$ cat config.mk
export PLATFORM = sky130hd
export DESIGN_NAME = multicycle_shifter
export DESIGN_NICKNAME = d
export VERILOG_FILES = /design/src/rtl/multicycle_shifter.sv
export SDC_FILE = /design/constraint.sdc
export NUM_CORES = 1
export LEC_CHECK = 0
export ABC_AREA = 1
export BUFFER_PORTS_ARGS = -buffer_cell sky130_fd_sc_hd__buf_4
export CAP_MARGIN = 40
export CORE_ASPECT_RATIO = 1.75
export CORE_MARGIN = 5
export CORE_UTILIZATION = 54
export DETAILED_ROUTE_END_ITERATION = 12
export HOLD_SLACK_MARGIN = 0.1
export PLACE_DENSITY_LB_ADDON = 0.2
export SYNTH_ARGS = -nofsm -noshare
export SYNTH_HDL_FRONTEND = slang
export SYNTH_SLANG_ARGS = --single-unit
$ cat constraint.sdc
create_clock -name clk -period 2.57 [get_ports clk]
set_clock_uncertainty 0.2 [all_clocks]
set_input_delay 0.257 -clock clk [delete_from_list [all_inputs] [get_ports clk]]
set_output_delay 0.257 -clock clk [all_outputs]
set_load 0.02 [all_outputs]
$ cat src/rtl/multicycle_shifter.sv
// multicycle_shifter: iterative SLL/SRL/SRA unit that shifts STEP bit positions per clock.
//
// Optional build macro: SHIFTER_ROTATE_EN
//   defined   -> op=2'b10 performs rotate-right (ROR/RORI)
//   undefined -> op=2'b10 is decoded as SRL (zero fill)
//
// Ports:
//   clk      core clock, rising-edge active
//   reset    asynchronous active-high reset
//   start    request; accepted only while idle or done
//   op       2'b00 SLL, 2'b01 SRL, 2'b11 SRA, 2'b10 ROR or SRL (see macro)
//   operand  value to shift
//   shamt    shift amount
//   busy     high while shifting
//   done     one-cycle completion pulse
//   result   working register; valid while done is high, held until the next accepted start
module multicycle_shifter #(
  parameter int unsigned XLEN    = 32,
  parameter int unsigned STEP    = 1,
  parameter int unsigned SHAMT_W = $clog2(XLEN)
) (
  input  logic               clk,
  input  logic               reset,
  input  logic               start,
  input  logic [1:0]         op,
  input  logic [XLEN-1:0]    operand,
  input  logic [SHAMT_W-1:0] shamt,
  output logic               busy,
  output logic               done,
  output logic [XLEN-1:0]    result
);

  // One extra bit so STEP == XLEN is representable.
  localparam logic [SHAMT_W:0] StepC = (SHAMT_W + 1)'(STEP);
`ifdef SHIFTER_ROTATE_EN
  localparam logic [SHAMT_W:0] XlenC = (SHAMT_W + 1)'(XLEN);
`endif

  typedef enum logic [1:0] {
    StIdle  = 2'd0,
    StShift = 2'd1,
    StDone  = 2'd2
  } state_e;

  state_e             state_q, state_d;
  logic [XLEN-1:0]    work_q, work_d;
  logic [SHAMT_W-1:0] rem_q, rem_d;
  logic [1:0]         op_q, op_d;
  logic               sign_q, sign_d;

  logic [SHAMT_W:0]   step_amt;
  logic [XLEN-1:0]    srl_val;
  logic [XLEN-1:0]    fill_mask;
  logic [XLEN-1:0]    shifted;
`ifdef SHIFTER_ROTATE_EN
  logic [SHAMT_W:0]   rot_amt;
`endif

  // Single step of the datapath: shift by min(STEP, remaining).
  always_comb begin
    step_amt  = ({1'b0, rem_q} < StepC) ? {1'b0, rem_q} : StepC;
    srl_val   = work_q >> step_amt;
    fill_mask = ~({XLEN{1'b1}} >> step_amt);
`ifdef SHIFTER_ROTATE_EN
    // step_amt is never zero while shifting, so rot_amt stays below XLEN.
    rot_amt   = XlenC - step_amt;
`endif
    shifted   = srl_val;
    unique case (op_q)
      2'b00: shifted = work_q << step_amt;
      2'b01: shifted = srl_val;
      2'b11: shifted = srl_val | (sign_q ? fill_mask : '0);
`ifdef SHIFTER_ROTATE_EN
      2'b10: shifted = srl_val | (work_q << rot_amt);
`else
      2'b10: shifted = srl_val;
`endif
    endcase
  end

  always_comb begin
    state_d = state_q;
    work_d  = work_q;
    rem_d   = rem_q;
    op_d    = op_q;
    sign_d  = sign_q;
    unique case (state_q)
      StIdle, StDone: begin
        if (start) begin
          work_d  = operand;
          op_d    = op;
          rem_d   = shamt;
          sign_d  = operand[XLEN-1];
          state_d = (shamt == '0) ? StDone : StShift;
        end else begin
          state_d = StIdle;
        end
      end
      StShift: begin
        work_d = shifted;
        rem_d  = rem_q - step_amt[SHAMT_W-1:0];
        if (rem_d == '0) begin
          state_d = StDone;
        end
      end
      default: state_d = StIdle;
    endcase
  end

  always_ff @(posedge clk or posedge reset) begin
    if (reset) begin
      state_q <= StIdle;
      work_q  <= '0;
      rem_q   <= '0;
      op_q    <= '0;
      sign_q  <= 1'b0;
    end else begin
      state_q <= state_d;
      work_q  <= work_d;
      rem_q   <= rem_d;
      op_q    <= op_d;
      sign_q  <= sign_d;
    end
  end

  assign busy   = (state_q == StShift);
  assign done   = (state_q == StDone);
  assign result = work_q;

endmodule

==> flow_summary.json, run 1 <==
{
  "worstPathRequired_ns": 2.56,
  "timing.rr.start": "rem_q[1]$_DFFE_PP0P_",
  "worst_pin_slew_ns": 0.721,
  "cts.htree.levels": 2,
  "drv_cap": 0,
  "crit_arrival_ns": 2.17,
  "hpwl_um": 5730,
  "drive_above_1_share_pct": 18.8,
  "place_congestion": 0.914,
  "power.share.switching_pct": 50.8,
  "p_int_mw": 2.86,
  "final_max_slew_viol_count": 0,
  "worstSetupEndpointType": "register",
  "async_flop_share_pct": 100,
  "switchingPower_mw": 2.95,
  "place_inst": 616,
  "timing.setup.tns_ns": 0,
  "max_freq_ghz": 0.458,
  "synthDistinctLibCells": 23,
  "grt_pass1_wl_um": 14000,
  "clockRootBuffer": "clkbuf_8",
  "worstHoldStart": "operand[8]",
  "crit_fanout": 16,
  "ir_drop_uv": 932,
  "ys_seq_elements": 42,
  "clock_power_share_pct": 11.2,
  "dr.pass1.iters": 5,
  "start_util_pct": 56.0,
  "clk_pin_slew_ns": 0.09,
  "crit_chain": "nor2_4 -> nand3_2 -> nand2_1 -> nand2_1 -> a21oi_1 -> nor2_1 -> nand2_1 -> nand2_1",
  "critical_path.max_stage_delay_ns": 0.42,
  "rr_worst_depth": 8,
  "multi_input_area_um2": 1590,
  "p_comb_share_pct": 65.8,
  "hold_violations": 0,
  "drc": 0,
  "hold-path-cell-count": 5,
  "wl_per_cell_um": 12.6,
  "cp-start-kind": "register",
  "power_leakage_nw": 2.18,
  "synth_area_um2": 2970,
  "synth_ff_type": "dfrtp_1",
  "synth.net_count": 526,
  "path_buf_inv": 0,
  "post-route-min-period_ns": 2.18,
  "num_vias": 3351,
  "min_to": "result[8]$_DFFE_PP0P_",
  "vias_per_cell": 5.13,
  "synth_edf_count": 0,
  "nets": 623,
  "pwr-share-seq_pct": 23.0,
  "postCtsSetupRepairBufs": 0,
  "grtUsageTotal_pct": 24.4,
  "cts_max_path_buffers": 2,
  "rrSetupSlack_ns": 0.39,
  "synthDominantCellAreaShare_pct": 35.4,
  "ant_nets": 0,
  "place_area_um2": 3580,
  "ys_seq_area_share_pct": 35.4,
  "worstReg2RegEnd": "result[30]$_DFFE_PP0P_",
  "drtIter0Drc": 217,
  "clkSinkCount": 42,
  "seqCellArea_um2": 1050,
  "area_growth_pct": 35.3,
  "io_pins": 76,
  "cp_common_cell": "nand2_1",
  "wl_um": 8200,
  "grt_pass1_vias": 3182,
  "num_rows": 35,
  "die-area_um2": 7130,
  "die_w_um": 66.0,
  "worst-setup-path-type": "reg -> reg",
  "hold_path_class": "in -> reg",
  "antenna_found_initial": 0,
  "core_um2": 5300,
  "status": "finished, final reports clean",
  "grt_max_degree": 48,
  "slew_headroom_pct": 51.6,
  "cpMaxStageDelayCell": "dfrtp_1",
  "final_cell_count_no_fill": 653,
  "synth_top_area_cell": "dfrtp_1",
  "p_per_area_nw_per_um2": 1450,
  "cts_tree": "built",
  "rsz0062_at_grt": "no",
  "crit_family": "simple AND/OR/NAND/NOR gates",
  "clk_latency_ns": 0.30,
  "fill_cells": 428,
  "die_h_um": 108,
  "postSynthCellCount": 481,
  "n_antenna_cell": 0,
  "setup_viol": 0,
  "min_period_over_period_pct": 84.9,
  "numPortBuffers": 75,
  "numCtsBuffers": 5,
  "overflow": 0,
  "synthTopCellsByArea": "dfrtp_1 (35%), nand2_1 (22%), nand3_1 (9.5%)",
  "yosys_warnings": 0,
  "design_area_um2": 4010,
  "syn_avg_cell_area_um2": 6.16,
  "p_total_mw": 5.81,
  "ctsResizeCount": 0
}
==> worst max path at each step <==
stage	startpoint	end	slack [ns]	cells after the start
after floorplan	rem_q[1]$_DFFE_PP0P_	state_q[0]$_DFFE_PP0P_	0.77	10
after global placement	rem_q[1]$_DFFE_PP0P_	result[30]$_DFFE_PP0P_	0.47	8
after detailed placement	rem_q[1]$_DFFE_PP0P_	result[30]$_DFFE_PP0P_	0.40	8
after CTS	rem_q[1]$_DFFE_PP0P_	result[30]$_DFFE_PP0P_	0.38	8
after global routing	rem_q[1]$_DFFE_PP0P_	result[30]$_DFFE_PP0P_	0.19	8
final	rem_q[1]$_DFFE_PP0P_	result[30]$_DFFE_PP0P_	0.39	8
==> flip-flops by register name, summed over array words and instances (netlist names) <==
register	count
state_q	2
rem_q	5
result	32
sign_q	1
op_q	2
==> cell type report <==
cell class | count | area share, %
clock buffers | 6 | 2.06
clock inverters | 2 | 1.50
inverters | 55 | 5.15
multi-input cells | 360 | 39.6
flip-flops and latches | 42 | 26.2
well taps | 74 | 2.31
repair buffers | 114 | 23.1
==> kinds of logic (layout without fill, tap and decap cells) <==
logic type	after synthesis	after routing	synth area share (%)
simple gates	300	300	41.8
fa+ha+maj	3	3	1.27
buf+inv	79	177	10.9
flops	42	42	35.4
compound gates	57	57	10.5
==> metal layers <==
layer / GRT usage (%) / vias up / wire (um)
li1: - / 1696 / -
met1: 27.3 / 1548 / 3180
met2: 45.9 / 93 / 4490
met3: 3.95 / 14 / 385
met4: 7.41 / 0 / 143
met5: 0 / - / 0
==> cells in the mapped netlist, types with 2 or more instances <==
| master | instances |
|---|---|
| nor2_1 | 54 |
| inv_1 | 50 |
| buf_1 | 2 |
| or2_2 | 6 |
| ha_1 | 3 |
| nor3_1 | 2 |
| dfrtp_1 | 42 |
| o221ai_1 | 3 |
| nand3_1 | 56 |
| nand2_1 | 177 |
| o211ai_1 | 5 |
| nor2_4 | 2 |
| inv_2 | 5 |
| a21oi_1 | 17 |
| buf_2 | 13 |
| clkbuf_1 | 7 |
| o21ai_0 | 31 |
==> layout by cell type (no fill, tap or decap) <==
cell	count
o221ai_1	3
nand4_1	1
nor2_4	2
o21ai_0	31
dfrtp_1	42
clkbuf_8	6
clkinv_1	1
a21oi_2	1
o211ai_1	5
nand2_1	177
ha_1	3
inv_2	5
nand2_2	1
nand3_1	56
buf_4	85
nor3_1	2
or2_2	6
nand3_2	1
inv_1	49
bufinv_16	2
nor2_1	54
dlygate4sd3_1	29
a21oi_1	17
==> tightest hold or removal path, cell delays in order <==
cell and delay (ns):
buf_4 0.08, nor2_1 0.03, nor2_1 0.10, nand2_1 0.06, nand2_1 0.05
==> per-stage QoR <==
| stage | setup slack [ns] | hold WS, ns | utilization (%) |
|---|---|---|---|
| 4_1_cts | 0.384 | 0.109 | 75.7 |
| 3_3_place_gp | 0.470 | 0.121 | 67.5 |
| 3_5_place_dp | 0.400 | 0.120 | 67.5 |
| 2_1_floorplan | 0.769 | 0.167 | - |
| 5_1_grt | 0.194 | 0.121 | 75.7 |
| 6_report | 0.388 | 0.113 | 75.7 |
==> what timing repair did <==
action,CTS,global route
hold endpoints to repair,47,0
setup endpoints to repair,0,0
hold buffers,29,0
==> power by group through the flow <==
stage               logic [mW]  clock network, mW  registers, mW
floorplan                 2.47                  0           1.59
global placement          3.69                  0           1.34
detailed placement        3.78                  0           1.35
CTS                       3.84              0.660           1.33
global route              4.33              0.689           1.39
finish                    3.82              0.653           1.34
No activity file was read; power rests on OpenSTA's default activity.
==> inputs of run 2 (changes only) <==
- ABC_AREA: 1 -> 0
- CORE_UTILIZATION: 54 -> 46
- clock period: 2.57 -> 2 ns (I/O delays scaled with it)
==> flow_summary.json, run 2 <==
{
  "postCtsSetupRepairBufs": 0,
  "p_per_area_nw_per_um2": 1740,
  "timing.setup.tns_ns": -0.00392,
  "cts_tree": "built",
  "pwr-share-seq_pct": 26.1,
  "synthDistinctLibCells": 43,
  "drtIter0Drc": 107,
  "netlist_top_cells_count": "dfrtp_1 (42), o21ai_0 (34), mux2i_1 (20)",
  "worstSetupEndpointType": "register",
  "synth_ff_type": "dfrtp_1",
  "hpwl_um": 5030,
  "yosysMostFrequentCell": "dfrtp_1",
  "final_max_slew_viol_count": 0,
  "hold_violations": 0,
  "dr.pass1.iters": 4,
  "p_int_mw": 3.65,
  "rr_worst_depth": 6,
  "wl_um": 7920,
  "drv_cap": 0,
  "num_vias": 2522,
  "syn_avg_cell_area_um2": 10.0,
  "fin_util_pct": 72.0,
  "final_cell_mix": "buf_4 (93), dfrtp_1 (41), dlygate4sd3_1 (40), o21ai_0 (34), mux2i_1 (20)",
  "max_freq_ghz": 0.499,
  "io_pins": 76,
  "crit_arrival_ns": 1.99,
  "layout_commonest_cell": "buf_4",
  "final_cell_count_no_fill": 429,
  "ys_seq_area_share_pct": 42.1,
  "slew_headroom_pct": 62.4,
  "numPortBuffers": 75,
  "wl_per_cell_um": 18.5,
  "ant_nets": 0,
  "min_period_over_period_pct": 100,
  "place_congestion": 0.806,
  "p_comb_share_pct": 63.2,
  "post-route-min-period_ns": 2.00,
  "clkSinkCount": 42,
  "async_flop_share_pct": 100,
  "synth_area_um2": 2490,
  "switchingPower_mw": 2.93,
  "grtUsageTotal_pct": 22.8,
  "vias_per_cell": 5.88,
  "cpMaxStageDelayCell": "dfrtp_1",
  "die-area_um2": 7050,
  "die_w_um": 65.7,
  "yosys_warnings": 0,
  "drc": 0,
  "start_util_pct": 47.5,
  "area_growth_pct": 51.7,
  "largest_reg_flops": 32,
  "grt_pass1_wl_um": 12600,
  "nets": 418,
  "power_leakage_nw": 1.68,
  "synthTopCellsByArea": "dfrtp_1 (42%), mux2i_1 (8.0%), mux2_2 (7.7%)",
  "hold_path_class": "in -> reg",
  "num_rows": 35,
  "antenna_found_initial": 0,
  "setup_viol": 1,
  "ir_drop_uv": 967,
  "overflow": 0,
  "postSynthCellCount": 249,
  "worst-setup-path-type": "reg -> reg",
  "drive_above_1_share_pct": 36.9,
  "setup_slack_ns": -0.00392,
  "worstPathRequired_ns": 1.99,
  "cts.htree.levels": 2,
  "hold-path-cell-count": 5,
  "violations": "negative setup slack",
  "place_inst": 381,
  "n_antenna_cell": 0,
  "die_h_um": 107,
  "critical_path.max_stage_delay_ns": 0.42,
  "power.share.switching_pct": 44.5,
  "grt_max_degree": 43,
  "synth.net_count": 294,
  "synthDominantCellAreaShare_pct": 42.1,
  "clockRootBuffer": "clkbuf_8",
  "rsz0062_at_grt": "yes",
  "synth_edf_count": 0,
  "core_um2": 5260,
  "cp-start-kind": "register",
  "cts_max_path_buffers": 2,
  "clk_latency_ns": 0.30,
  "ys_seq_elements": 42,
  "whs_ns": 0.213,
  "clock_power_share_pct": 10.7,
  "grt_pass1_vias": 2541,
  "crit_chain": "or3_4 -> o21bai_4 -> ha_4 -> inv_2 -> a2111o_1 -> o2bb2ai_2",
  "status": "finished, violations left",
  "crit_fanout": 4,
  "synth_top_area_cell": "dfrtp_1",
  "clk_pin_slew_ns": 0.09,
  "worst_pin_slew_ns": 0.565,
  "numCtsBuffers": 5
}
run 2: final timing paths:
kind | slack [ns] | start | end
max in group asynchronous | 0.76 | reset | rem_q[3]$_DFFE_PP0P_
hold / removal | 0.21 | start | sign_q$_DFFE_PP0P_
setup / recovery | -0.004 | rem_q[1]$_DFFE_PP0P_ | state_q[0]$_DFFE_PP0P_
setup reg to reg | -0.004 | rem_q[1]$_DFFE_PP0P_ | state_q[0]$_DFFE_PP0P_
hold reg to reg | 0.30 | sign_q$_DFFE_PP0P_ | sign_q$_DFFE_PP0P_
min in group asynchronous | 0.40 | reset | result[0]$_DFFE_PP0P_
run 2: metrics by stage:
stage | power (mW) | area [um2] | setup slack, ns
2_1_floorplan | 4.25 | 2500 | 0.00252
3_3_place_gp | 5.61 | 3230 | 0.0432
3_5_place_dp | 5.70 | 3230 | -0.0330
4_1_cts | 6.49 | 3750 | 0.00767
5_1_grt | 7.02 | 3780 | -0.0294
6_report | 6.58 | 3780 | -0.00392
run 2: routing by layer:
metal	GRT usage, %	up-vias	routed length (um)	share of wire [%]
met5	0	-	0	0
met3	3.24	13	382	4.8
met4	8.16	0	161	2.0
met2	39.6	99	4190	53
li1	-	1190	-	-
met1	28.3	1220	3190	40
run 2: layout make-up:
| class | instances | area [um2] |
|---|---|---|
| fillers | 383 | 1470 |
| well taps | 55 | 68.8 |
| multi-input cells | 181 | 1370 |
| clock buffers | 5 | 68.8 |
| flip-flops and latches | 42 | 1050 |
| clock inverters | 3 | 43.8 |
| inverters | 6 | 22.5 |
| repair buffers | 137 | 1160 |
run 2: cells by family after synthesis:
| family | count (synthesis) | synth area share [%] |
|---|---|---|
| adders and majority gates | 3 | 1.50 |
| buffers and inverters | 26 | 4.71 |
| AOI/OAI and AO/OA | 97 | 26.9 |
| DFF | 42 | 42.1 |
| and+or+nand+nor | 44 | 9.03 |
| muxes | 37 | 15.7 |
run 2: power groups by stage:
stage | Sequential [mW] | Combinational [mW] | Clock [mW]
5_1_grt | 1.77 | 4.50 | 0.749
3_5_place_dp | 1.70 | 4.00 | 0
4_1_cts | 1.69 | 4.08 | 0.713
2_1_floorplan | 1.93 | 2.32 | 0
6_report | 1.72 | 4.16 | 0.705
3_3_place_gp | 1.70 | 3.92 | 0
run 2: worst max-delay path, delay by kind of cell (launching register included):
family	cells	cell delay [ns]
simple gates	1	0.40
fa+ha+maj	1	0.15
buf+inv	1	0.03
flops	1	0.42
compound gates	3	0.70
run 2: what timing repair did:
item / in CTS / in global routing
setup endpoints to repair: 3 / 13
cloned: 0 / 0
gates resized for setup: 1 / 7
hold buffers: 40 / 0
pin swaps: 0 / 5
hold endpoints to repair: 84 / 0
==> inputs of run 3 (changes only) <==
- ABC_AREA: 0 -> 1
- CORE_UTILIZATION: 46 -> 48
==> flow_summary.json, run 3 (synthesized netlist as in run 1, its figures left out) <==
{
  "cts.htree.levels": 2,
  "antenna_found_initial": 0,
  "final_cell_count_no_fill": 674,
  "whs_ns": 0.105,
  "drtIter0Drc": 297,
  "clockRootBuffer": "clkbuf_8",
  "worstSetupEndpointType": "register",
  "fin_util_pct": 67.6,
  "status": "finished, final reports clean",
  "timing.rr.start": "rem_q[2]$_DFFE_PP0P_",
  "ant_nets": 0,
  "max_freq_ghz": 0.530,
  "cp.depth": 10,
  "cts_max_path_buffers": 2,
  "die_w_um": 69.4,
  "grt_pass1_vias": 3307,
  "startpoint": "rem_q[2]$_DFFE_PP0P_",
  "path_buf_inv": 2,
  "hold-path-cell-count": 5,
  "worstHoldStart": "operand[28]",
  "core_um2": 6130,
  "drive_above_1_share_pct": 19.4,
  "numCtsBuffers": 5,
  "numPortBuffers": 75,
  "wl_per_cell_um": 12.7,
  "hold_path_class": "in -> reg",
  "clk_pin_slew_ns": 0.08,
  "pre_cts_slack_ns": 0.0282,
  "crit_family": "compound AO/OA/AOI/OAI gates",
  "grt_max_degree": 49,
  "rsz0062_at_grt": "no",
  "slew_headroom_pct": 61.9,
  "start_util_pct": 48.3,
  "num_vias": 3407,
  "min_period_over_period_pct": 94.4,
  "crit_fanout": 6,
  "cts_tree": "built",
  "post-route-min-period_ns": 1.89,
  "n_antenna_cell": 0,
  "critical_path.max_stage_delay_ns": 0.41,
  "drv_cap": 0,
  "io_pins": 76,
  "p_per_area_nw_per_um2": 1800,
  "power_leakage_nw": 2.23,
  "cp-start-kind": "register",
  "hpwl_um": 5850,
  "ir_drop_uv": 1010,
  "num_rows": 38,
  "setup_slack_ns": 0.113,
  "die-area_um2": 7910,
  "clk_latency_ns": 0.29,
  "wl_um": 8530,
  "worst_pin_slew_ns": 0.571,
  "timing.setup.tns_ns": 0,
  "place_inst": 626,
  "area_growth_pct": 39.9,
  "dr.pass1.iters": 4,
  "final_max_slew_viol_count": 0,
  "hold_violations": 0,
  "crit_arrival_ns": 1.86,
  "layout_commonest_cell": "nand2_1",
  "cpMaxStageDelayCell": "dfrtp_1",
  "drc": 0,
  "worstPathRequired_ns": 1.97,
  "overflow": 0,
  "crit_chain": "nor2_4 -> a21oi_2 -> inv_1 -> ha_1 -> inv_1 -> nand3_1 -> nand2_1 -> nand2_1 -> o21ai_2 -> o211ai_1",
  "grtUsageTotal_pct": 22.0,
  "largest_reg_flops": 32,
  "nets": 639,
  "final_cell_mix": "nand2_1 (177), buf_4 (89), nand3_1 (56), nor2_1 (53), inv_1 (49)",
  "place_congestion": 0.876,
  "rr_worst_depth": 10,
  "vias_per_cell": 5.05,
  "die_h_um": 114,
  "setup_viol": 0,
  "grt_pass1_wl_um": 14600,
  "clkSinkCount": 42,
  "worst-setup-path-type": "reg -> reg"
}
[run 3: changes by cell type in the layout (fill, tap and decap cells not counted), sizes merged, moves of 10 or more]
| cell | change |
|---|---|
| nand2 | +167 |
| nand3 | +57 |
| inv | +47 |
| nor2 | +39 |
| mux2i | -20 |
| mux2 | -17 |
| a21oi | +14 |
| o22ai | -10 |
[run 3: cell type report]
type / count / area [um2]
Tap cell: 80 / 100
Clock buffer: 7 / 76.3
Multi-Input combinational cell: 360 / 1620
Sequential cell: 42 / 1050
Fill cell: 547 / 1990
Timing Repair Buffer: 130 / 1100
Inverter: 55 / 206
[run 3: final timing paths]
kind / slack, ns / end
hold / removal: 0.11 / result[28]$_DFFE_PP0P_
max in group asynchronous: 0.81 / result[5]$_DFFE_PP0P_
hold reg to reg: 0.30 / sign_q$_DFFE_PP0P_
setup / recovery: 0.11 / state_q[0]$_DFFE_PP0P_
min in group asynchronous: 0.39 / rem_q[4]$_DFFE_PP0P_
setup reg to reg: 0.11 / state_q[0]$_DFFE_PP0P_
[run 3: timing repair]
action / in CTS / in global routing
resized for setup: 0 / 6
buffers inserted: 0 / 2
setup endpoints to repair: 0 / 5
hold buffers: 39 / 0
endpoints found under the hold margin: 83 / 0
[run 3: stage by stage]
stage	total power [mW]	instance area, um2
finish	7.45	4150
global route	8.21	4150
CTS	7.37	4110
detailed placement	6.76	3640
global placement	6.64	3640
floorplan	5.21	2970
[run 3: where the power goes]
part,total [mW],switching (mW),internal [mW]
logic,5.19,3.18,2.02
registers,1.72,0.409,1.31
clock network,0.538,0.297,0.241
[run 3: worst register-to-register path, cell delays in order, from the launching register on]
cell and delay, ns:
dfrtp_1 0.41, nor2_4 0.08, a21oi_2 0.20, inv_1 0.08
ha_1 0.21, inv_1 0.09, nand3_1 0.08, nand2_1 0.08
nand2_1 0.09, o21ai_2 0.15, o211ai_1 0.10
[run 3: metal layers]
metal	vias to the layer above	track usage (%)	routed length, um
li1	1726	-	-
met4	0	7.17	152
met3	16	3.79	369
met1	1577	24.5	3360
met2	88	41.6	4650
met5	-	0	0
